--- config.mk ---
export PLATFORM = sky130hd
export DESIGN_NAME = uart_tx_arbiter
export DESIGN_NICKNAME = d
export VERILOG_FILES = /design/src/rtl/uart_tx_arbiter_pkg.sv /design/src/rtl/uart_tx_arbiter_rr_pick.sv /design/src/rtl/uart_tx_arbiter.sv
export SDC_FILE = /design/constraint.sdc
export NUM_CORES = 1
export LEC_CHECK = 0
export CORE_AREA = 2 2 53 55
export CTS_BUF_LIST = sky130_fd_sc_hd__clkbuf_16
export CTS_CLUSTER_DIAMETER = 30
export DETAILED_ROUTE_END_ITERATION = 16
export DIE_AREA = 0 0 55 57
export PLACE_DENSITY = 0.8
export SLEW_MARGIN = 5
export SYNTH_ARGS = -nofsm -noshare
export SYNTH_HDL_FRONTEND = slang
export SYNTH_SLANG_ARGS = --single-unit
export TNS_END_PERCENT = 30
--- constraint.sdc ---
create_clock -name Clock -period 3.35 [get_ports Clock]
set_input_delay 0.8375 -clock Clock [delete_from_list [all_inputs] [get_ports Clock]]
set_output_delay 0.8375 -clock Clock [all_outputs]
set_load 0.005 [all_outputs]
--- src/rtl/uart_tx_arbiter_pkg.sv ---
// Shared constants for the UART transmit arbiter: FSM encoding, default sizing and width helpers.
package uart_tx_arbiter_pkg;

    typedef enum logic {
        ST_IDLE   = 1'b0,
        ST_LOCKED = 1'b1
    } arb_state_t;

    localparam int DEF_NUM_REQ      = 2;
    localparam int DEF_IDLE_TIMEOUT = 1024;

    function automatic int grant_id_width(input int num_req);
        return (num_req <= 2) ? 1 : $clog2(num_req);
    endfunction

    // Bits needed to hold the value `timeout`; never narrower than one bit.
    function automatic int count_width(input int timeout);
        return (timeout < 1) ? 1 : $clog2(timeout + 1);
    endfunction

endpackage

--- src/rtl/uart_tx_arbiter_rr_pick.sv ---
// Combinational round-robin picker: first set request at or above Ptr, wrapping to 0.
module rr_pick
    import uart_tx_arbiter_pkg::*;
#(
    parameter int NumReq  = DEF_NUM_REQ,
    parameter int IdWidth = grant_id_width(NumReq)
) (
    input  logic [NumReq-1:0]  Req,
    input  logic [IdWidth-1:0] Ptr,
    output logic               Found,
    output logic [IdWidth-1:0] Index
);

    always_comb begin
        Found = 1'b0;
        Index = '0;
        for (int k = 0; k < NumReq; k++) begin
            int idx;
            idx = int'(Ptr) + k;
            if (idx >= NumReq) idx = idx - NumReq;
            if (!Found && Req[idx]) begin
                Found = 1'b1;
                Index = IdWidth'(idx);
            end
        end
    end

endmodule

--- src/rtl/uart_tx_arbiter.sv ---
// Round-robin, message-locked arbiter in front of a single UART transmitter.
//   state     | meaning
//   ST_IDLE   | no owner; pick next requester from the round-robin pointer
//   ST_LOCKED | owner streams bytes until a Last byte is accepted or it stalls out
module uart_tx_arbiter
    import uart_tx_arbiter_pkg::*;
#(
    parameter int NumReq       = DEF_NUM_REQ,
    parameter int IdleTimeout  = DEF_IDLE_TIMEOUT,
    parameter int GrantIdWidth = grant_id_width(NumReq),
    parameter int CountWidth   = count_width(IdleTimeout)
) (
    input  logic                    Clock,
    input  logic                    Reset_n,
    input  logic [8*NumReq-1:0]     ReqData,
    input  logic [NumReq-1:0]       ReqValid,
    input  logic [NumReq-1:0]       ReqLast,
    output logic [NumReq-1:0]       ReqReady,
    output logic [7:0]              TxData,
    output logic                    TxValid,
    input  logic                    TxReady,
    output logic                    GrantValid,
    output logic [GrantIdWidth-1:0] GrantId
);

    arb_state_t              r_state, w_state_next;
    logic [GrantIdWidth-1:0] r_rr_ptr, w_ptr_next;
    logic [GrantIdWidth-1:0] r_owner, w_owner_next, w_owner_inc;
    logic [CountWidth-1:0]   r_idle_cnt, w_idle_cnt_next;
    logic                    r_tx_valid;
    logic [7:0]              r_tx_data;
    logic                    w_found;
    logic [GrantIdWidth-1:0] w_pick;
    logic                    w_can_load, w_accept, w_timeout;

    rr_pick #(
        .NumReq (NumReq),
        .IdWidth(GrantIdWidth)
    ) u_rr_pick (
        .Req  (ReqValid),
        .Ptr  (r_rr_ptr),
        .Found(w_found),
        .Index(w_pick)
    );

    // Loading only while the output register is empty and the transmitter idle
    // keeps TxData frozen for the whole serial frame.
    assign w_can_load  = (r_state == ST_LOCKED) && !r_tx_valid && TxReady;
    assign w_accept    = w_can_load && ReqValid[r_owner];
    assign w_owner_inc = (r_owner == GrantIdWidth'(NumReq - 1)) ? '0 : r_owner + GrantIdWidth'(1);

    always_comb begin
        w_idle_cnt_next = r_idle_cnt;
        w_timeout       = 1'b0;
        if (r_state != ST_LOCKED || w_accept) begin
            w_idle_cnt_next = '0;
        end else if (r_idle_cnt != {CountWidth{1'b1}}) begin
            w_idle_cnt_next = r_idle_cnt + CountWidth'(1);
        end
        if (IdleTimeout != 0 && r_state == ST_LOCKED && !w_accept &&
            w_idle_cnt_next == CountWidth'(IdleTimeout)) begin
            w_timeout       = 1'b1;
            w_idle_cnt_next = '0;
        end
    end

    always_comb begin
        w_state_next = r_state;
        w_owner_next = r_owner;
        w_ptr_next   = r_rr_ptr;
        ReqReady     = '0;
        case (r_state)
            ST_IDLE: begin
                if (w_found) begin
                    w_state_next = ST_LOCKED;
                    w_owner_next = w_pick;
                end
            end
            ST_LOCKED: begin
                ReqReady[r_owner] = w_can_load;
                if ((w_accept && ReqLast[r_owner]) || w_timeout) begin
                    w_state_next = ST_IDLE;
                    w_ptr_next   = w_owner_inc;
                end
            end
            default: w_state_next = ST_IDLE;
        endcase
    end

    always_ff @(posedge Clock or negedge Reset_n) begin
        if (!Reset_n) begin
            r_state    <= ST_IDLE;
            r_rr_ptr   <= '0;
            r_owner    <= '0;
            r_idle_cnt <= '0;
            r_tx_valid <= 1'b0;
            r_tx_data  <= 8'h00;
        end else begin
            r_state    <= w_state_next;
            r_rr_ptr   <= w_ptr_next;
            r_owner    <= w_owner_next;
            r_idle_cnt <= w_idle_cnt_next;
            if (w_accept) begin
                r_tx_valid <= 1'b1;
                r_tx_data  <= ReqData[8*r_owner +: 8];
            end else if (r_tx_valid && TxReady) begin
                r_tx_valid <= 1'b0;
            end
        end
    end

    assign TxData     = r_tx_data;
    assign TxValid    = r_tx_valid;
    assign GrantValid = (r_state == ST_LOCKED);
    assign GrantId    = r_owner;

endmodule

# Yosys cells after proc, flatten, opt, wreduce, memory -nomap -nowiden

Index checks and enable logic that the tools add are counted.

Register bits: 23
Output and inout bits: 13
Word-level logic and storage cells: 68

$add $sub $neg: 5
$lt $le $gt $ge: 6
Equal/unequal tests: 2
Shift operators: 1
Multiplexer cells: 29
Bitwise operators: 2
Reductions and logical operators: 17

Operators with widths:

| cell                  | count |
|---|---|
| $lt 32x3->1 const B   | 2 |
| $mux 32               | 2 |
| $mux 11               | 3 |
| $ge 32x3->1 const B   | 1 |
| $sub 32x3->32 const B | 1 |
| $mux 1                | 21 |
| $shiftx 16x5->8       | 1 |
| $add 11x1->11 const B | 1 |
| $eq 11x11->1 const B  | 1 |
| $ne 11x11->1 const B  | 1 |
| $logic_and 1x1->1     | 9 |
| $reduce_and 2->1      | 2 |
| $logic_not 1->1       | 3 |
| $sub 1x2->3 const B   | 1 |
| $add 1x1->2 const B   | 1 |
| $and 2x2->2           | 1 |
| $ge 1x2->1 const B    | 1 |
| $logic_or 1x1->1      | 2 |
| $lt 1x2->1 const B    | 1 |
| $mux 2                | 1 |
| $pmux 1 s2            | 1 |
| $reduce_bool 2->1     | 1 |
| $add 1x1->1 const B   | 1 |
| $demux 1 s1           | 1 |
| 2 further kinds       | 2 |

# Logic depth before layout (Yosys ltp)

Word-level depth: 12
Depth in mapped cells: 7
Mapped depth without buffers: 7

# Cells and area by module

From an unflattened synthesis, not the netlist that was laid out.

Cells, all modules: 135
Area total of the unflattened synthesis: 1,302.5 um2

Modules (own cells, without submodules):

| module          | times used | cells each | area an instance (um2) | seq. area each (um2) |
|---|---|---|---|---|
| uart_tx_arbiter | 1          | 132        | 1,285.0                | 575.6 |
| rr_pick         | 1          | 3          | 17.5                   | 0.0 |

# Worst setup path before layout

OpenSTA, ideal clock, no wires.

Path type: input to register
Start point: input TxReady
End point: register r_rr_ptr
Data arrival time: 2,046 ps
Required time: 3,222 ps
Path slack: 1,176 ps
Stages on the path: 6
Cell sequence: nand2b_1 o21ai_1 dlygate4sd1_1 nor2_1 a41oi_2 mux2_1

Longest elaborated chain between the ends: 9

RTL lines:

| what                                  | line                   | text |
|---|---|---|
| start: declaration                    | uart_tx_arbiter.sv:21  | `input logic TxReady,` |
| $logic_and 1x1->1 (*)                 | uart_tx_arbiter.sv:48  | `assign w_can_load = (r_state == ST_LOCKED) && !r_tx_valid && TxReady;` |
| $logic_and 1x1->1 (*)                 | uart_tx_arbiter.sv:49  | `assign w_accept = w_can_load && ReqValid[r_owner];` |
| $logic_or 1x1->1                      | uart_tx_arbiter.sv:55  | `if (r_state != ST_LOCKED \|\| w_accept) begin` |
| $mux 11                               | uart_tx_arbiter.sv:55  |  |
| $eq 11x11->1                          | uart_tx_arbiter.sv:61  | `w_idle_cnt_next == CountWidth'(IdleTimeout)) begin` |
| $logic_and 1x1->1                     | uart_tx_arbiter.sv:60  | `if (IdleTimeout != 0 && r_state == ST_LOCKED && !w_accept &&` |
| $mux 1                                | uart_tx_arbiter.sv:60  |  |
| $logic_or 1x1->1 (*)                  | uart_tx_arbiter.sv:81  | `if ((w_accept && ReqLast[r_owner]) \|\| w_timeout) begin` |
| $reduce_and 2->1 (no source line) (*) | --                     |  |
| end signal: assignment                | uart_tx_arbiter.sv:100 | `r_rr_ptr <= w_ptr_next;` |
| end: declaration                      | uart_tx_arbiter.sv:27  | `logic [GrantIdWidth-1:0] r_rr_ptr, w_ptr_next;` |

Mark *: on every way between the ends. The rest lies on a longest branch, timed or not.
A chain may end at the register's enable or synchronous reset.

# Final worst setup path

Start point: input TxReady
End point: output ReqReady[0]

Longest elaborated chain between the ends: 3

RTL lines:

| what                         | line                  | text |
|---|---|---|
| $logic_and 1x1->1            | uart_tx_arbiter.sv:48 |  |
| $and 2x2->2 (no source line) | --                    |  |
| $mux 2                       | uart_tx_arbiter.sv:72 | `case (r_state)` |
| end: declaration             | uart_tx_arbiter.sv:18 | `output logic [NumReq-1:0] ReqReady,` |

No other way between the ends.

==> summary.md <==
| Metric | Value |
|---|---|
| Most used cell, CP | clkdlybuf4s50_1 |
| Routability cong. | about 0.75 |
| Core Area | roughly 2600 um^2 |
| Post-synthesis register bit count | 23 |
| R2R Setup Slk | 1090 ps |
| Crit path cell chain | clkdlybuf4s50_1 > nand2b_1 > nor3_1 > clkdlybuf4s50_1 |
| Sequential share of the synthesized area | 0.475 |
| Critical path origin | TxReady |
| Cell Area, Synth | 1210 um^2 |
| Via count | 1065 |
| Yosys cell types | 38 |
| Clk buf depth | 2 |
| Area grow syn2layout | 38.3% |
| Area contributors post-synth | dfrtp_1 48%, mux2i_1 9.1%, nand2_1 4.0%, o21ai_0 3.7%, a21oi_1 2.9% |
| Worst setup EP type | primary output |
| Pwr dens | 721 nW/um^2 |
| Grt ovf | 0 |
| Initial Util | 0.463 |
| Gate Count Post-Synth | about 120 |
| Worst path required time | approximately 2500 ps |
| VDD IR max | roughly 0.00055 V |
| Max frequency | 0.322 GHz |
| Postcts setup bufs | 0 |
| Gates resized, CTS repair | 0 |
| Inserted Diodes | 0 |
| Status | complete, no violations |
| Die area | about 3100 um^2 |
| DRC | 0 |
| Setup Total Neg Slack | 0 ps |
| Syn avg cell area | around 10 um^2 |
| Fin nets | 182 |
| Final core utilization | 0.641 |
| Number of port buffers | 35 |
| CTS tree | yes |
| I/O pin total | 36 |
| Initial antenna violation count | 0 |
| H-tree levels | 1 |
| Min-delay worst type | reg2reg |
| Slew Limit Fails | 0 |
| Largest stage delay on the critical path | about 580 ps |
| Post-route minimum period | approximately 3100 ps |
| First-pass GRT wire length | ~4.3 mm |
| Layout cells sized above 1 | 0.0955 |
| Worst r2r src | r_idle_cnt[0] |
| CTS clk-pin slew, worst paths | about 60 ps |
| GR Util All Layers | 0.189 |
| Clock root cell | clkbuf_16 |
| Worst EP arrival | between 2000 and 2500 ps |
| Vias in the first global route | 992 |
| Reg2reg end | r_rr_ptr |
| Yosys top cell area share | 0.475 |
| Worst skew pair latency | 250 ps |
| Top cell type by total area after synthesis | dfrtp_1 |
| Fin. Hold Viols | 0 |
| Worst Setup Path Type | in2out |
| Die Y | approximately 57 um |
| DR vias/cell | around 5.7 |
| Unrepaired setup endpoints after global routing | no |
| Final ANT Viol Nets | 0 |
| Die width | between 50 and 60 um |
| Routed WL per cell | around 14 um |
| # setup viols final | 0 |
| Max-cap violation count | 0 |
| FF/Latch Area | between 500 and 600 um^2 |
| Setup crit end | ReqReady[0] |
| Largest net degree at the start of global routing | 24 |
| Clk sinks | 23 |
| Fin Clk Skew | 1.85 ps |
| Tcrit/Tclk final | 0.926 |
| Hold buffers post-CTS | 0 |
| Relative max-transition margin | 0.549 |
| Std-Cell Rows | 19 |
| Worst Max-Slew Pin Slew | about 680 ps |
| FILL cells | ~220 |
| DP Wirelength | 2.00 mm |
| Drt pass-1 iters | 4 |
| WL final | roughly 2.6 mm |
| YS warnings | 0 |
| CTS buffer count | 3 |
| Multi-input logic area | 597 um^2 |
| Crit path max fanout | 3 |
| Initial DRC Count | 14 |
| Startpoint types | primary input |
| Post-Synthesis Net Count | 143 |
| Lkg Pwr | 0.727 nW |
| Slowest CP cell | clkdlybuf4s50_1 |
| Cell count of the worst reg-to-reg path | 7 |
-- state kept, by name, indices dropped and copies added, names as in the netlist --
name,cells
GrantValid,1
TxValid,1
TxData,8
r_rr_ptr,1
GrantId,1
r_idle_cnt,11
-- worst max-delay path, delay by kind of cell --
family	cells	cell delay, ps
simple gates	2	370
buf+inv	2	1060
-- how the worst min path moves through the flow --
stage | startpoint | cells after the start | slack (ps) | to
floorplan | r_rr_ptr | 1 | 460 | r_rr_ptr
global placement | TxData[7] | 2 | 460 | TxData[7]
detailed placement | TxData[1] | 2 | 480 | TxData[1]
CTS | TxData[4] | 2 | 490 | TxData[4]
global route | TxData[1] | 2 | 530 | TxData[1]
finish | TxData[4] | 2 | 480 | TxData[4]
-- kinds of logic (layout without fill, tap and decap cells) --
logic type                 count (synthesis)  in the layout  synth area share
AOI/OAI and AO/OA                         29             29             0.155
adders and majority gates                  1              1            0.0103
buffers and inverters                      7             45            0.0320
and+or+nand+nor                           41             41             0.184
muxes                                     12             12             0.100
DFF                                       23             23             0.475
xor gates and xnor gates                   6              6            0.0434
-- cell usage after synthesis --
master          n
and4_2          1
o22ai_1         1
dfrtp_1        23
nor2_1          7
o21ai_1         2
nand3_1         6
and4_1          1
nor3_1          2
and4bb_1        1
ha_1            1
a41oi_2         1
a22oi_2         1
and4_4          1
o31a_1          1
mux2_1          1
nand4_1         2
or2_2           1
inv_1           3
mux2i_1        11
a211oi_1        2
a41oi_1         2
a311oi_1        1
o21ai_0         9
nand3_2         1
or2_1           1
buf_6           1
xor2_1          4
buf_1           1
nand2b_1        1
and2_2          1
dlygate4sd1_1   1
nand2_1        13
a31oi_1         2
and3_2          1
and3b_1         1
a21oi_1         7
clkbuf_1        1
xnor2_1         2
-- metal layers --
metal  track usage  vias up  wire length, um
li1              -      513                -
met1         0.252      505             1170
met2         0.293       41             1240
met3        0.0497        6              180
met4        0.0732        0               38
met5             0        -                0
-- per-stage QoR --
| step | instance area (um^2) | cells | power (W) | hold WS, ps | setup slack [ps] |
|---|---|---|---|---|---|
| final | 1680 | 188 | 0.00121 | 484 | 246 |
| after global routing | 1680 | 188 | 0.00129 | 528 | 204 |
| after CTS | 1680 | 188 | 0.00122 | 494 | 253 |
| after detailed placement | 1600 | 184 | 0.000956 | 480 | 268 |
| after global placement | 1600 | 184 | 0.000937 | 462 | 331 |
| after floorplan | 1210 | 119 | 0.000710 | 465 | 1180 |
-- power by group --
group	total [W]	internal (W)	switching, W
clock	0.000257	0.000160	0.0000969
sequential	0.000443	0.000368	0.0000746
combinational	0.000507	0.000280	0.000227
total	0.00121	0.000809	0.000399
-- cell type report --
class,instances,share of cell area
multi-input cells,89,0.356
clock buffers,3,0.0448
repair buffers,38,0.223
flip-flops and latches,23,0.344
well taps,31,0.0232
inverters,3,0.00672
clock inverters,1,0.00299
-- placed cells by master, fill, tap and decap left out, types with 2 or more instances in the layout --
| cell | instances |
|---|---|
| nand4_1 | 2 |
| nor2_1 | 7 |
| dfrtp_1 | 23 |
| clkdlybuf4s50_1 | 35 |
| a31oi_1 | 2 |
| a21oi_1 | 7 |
| clkbuf_16 | 3 |
| buf_4 | 3 |
| a211oi_1 | 2 |
| o21ai_0 | 9 |
| xnor2_1 | 2 |
| o21ai_1 | 2 |
| mux2i_1 | 11 |
| inv_1 | 3 |
| nor3_1 | 2 |
| nand2_1 | 13 |
| nand3_1 | 6 |
| xor2_1 | 4 |
| a41oi_1 | 2 |
Note: power is estimated with default switching activity, not from simulation.
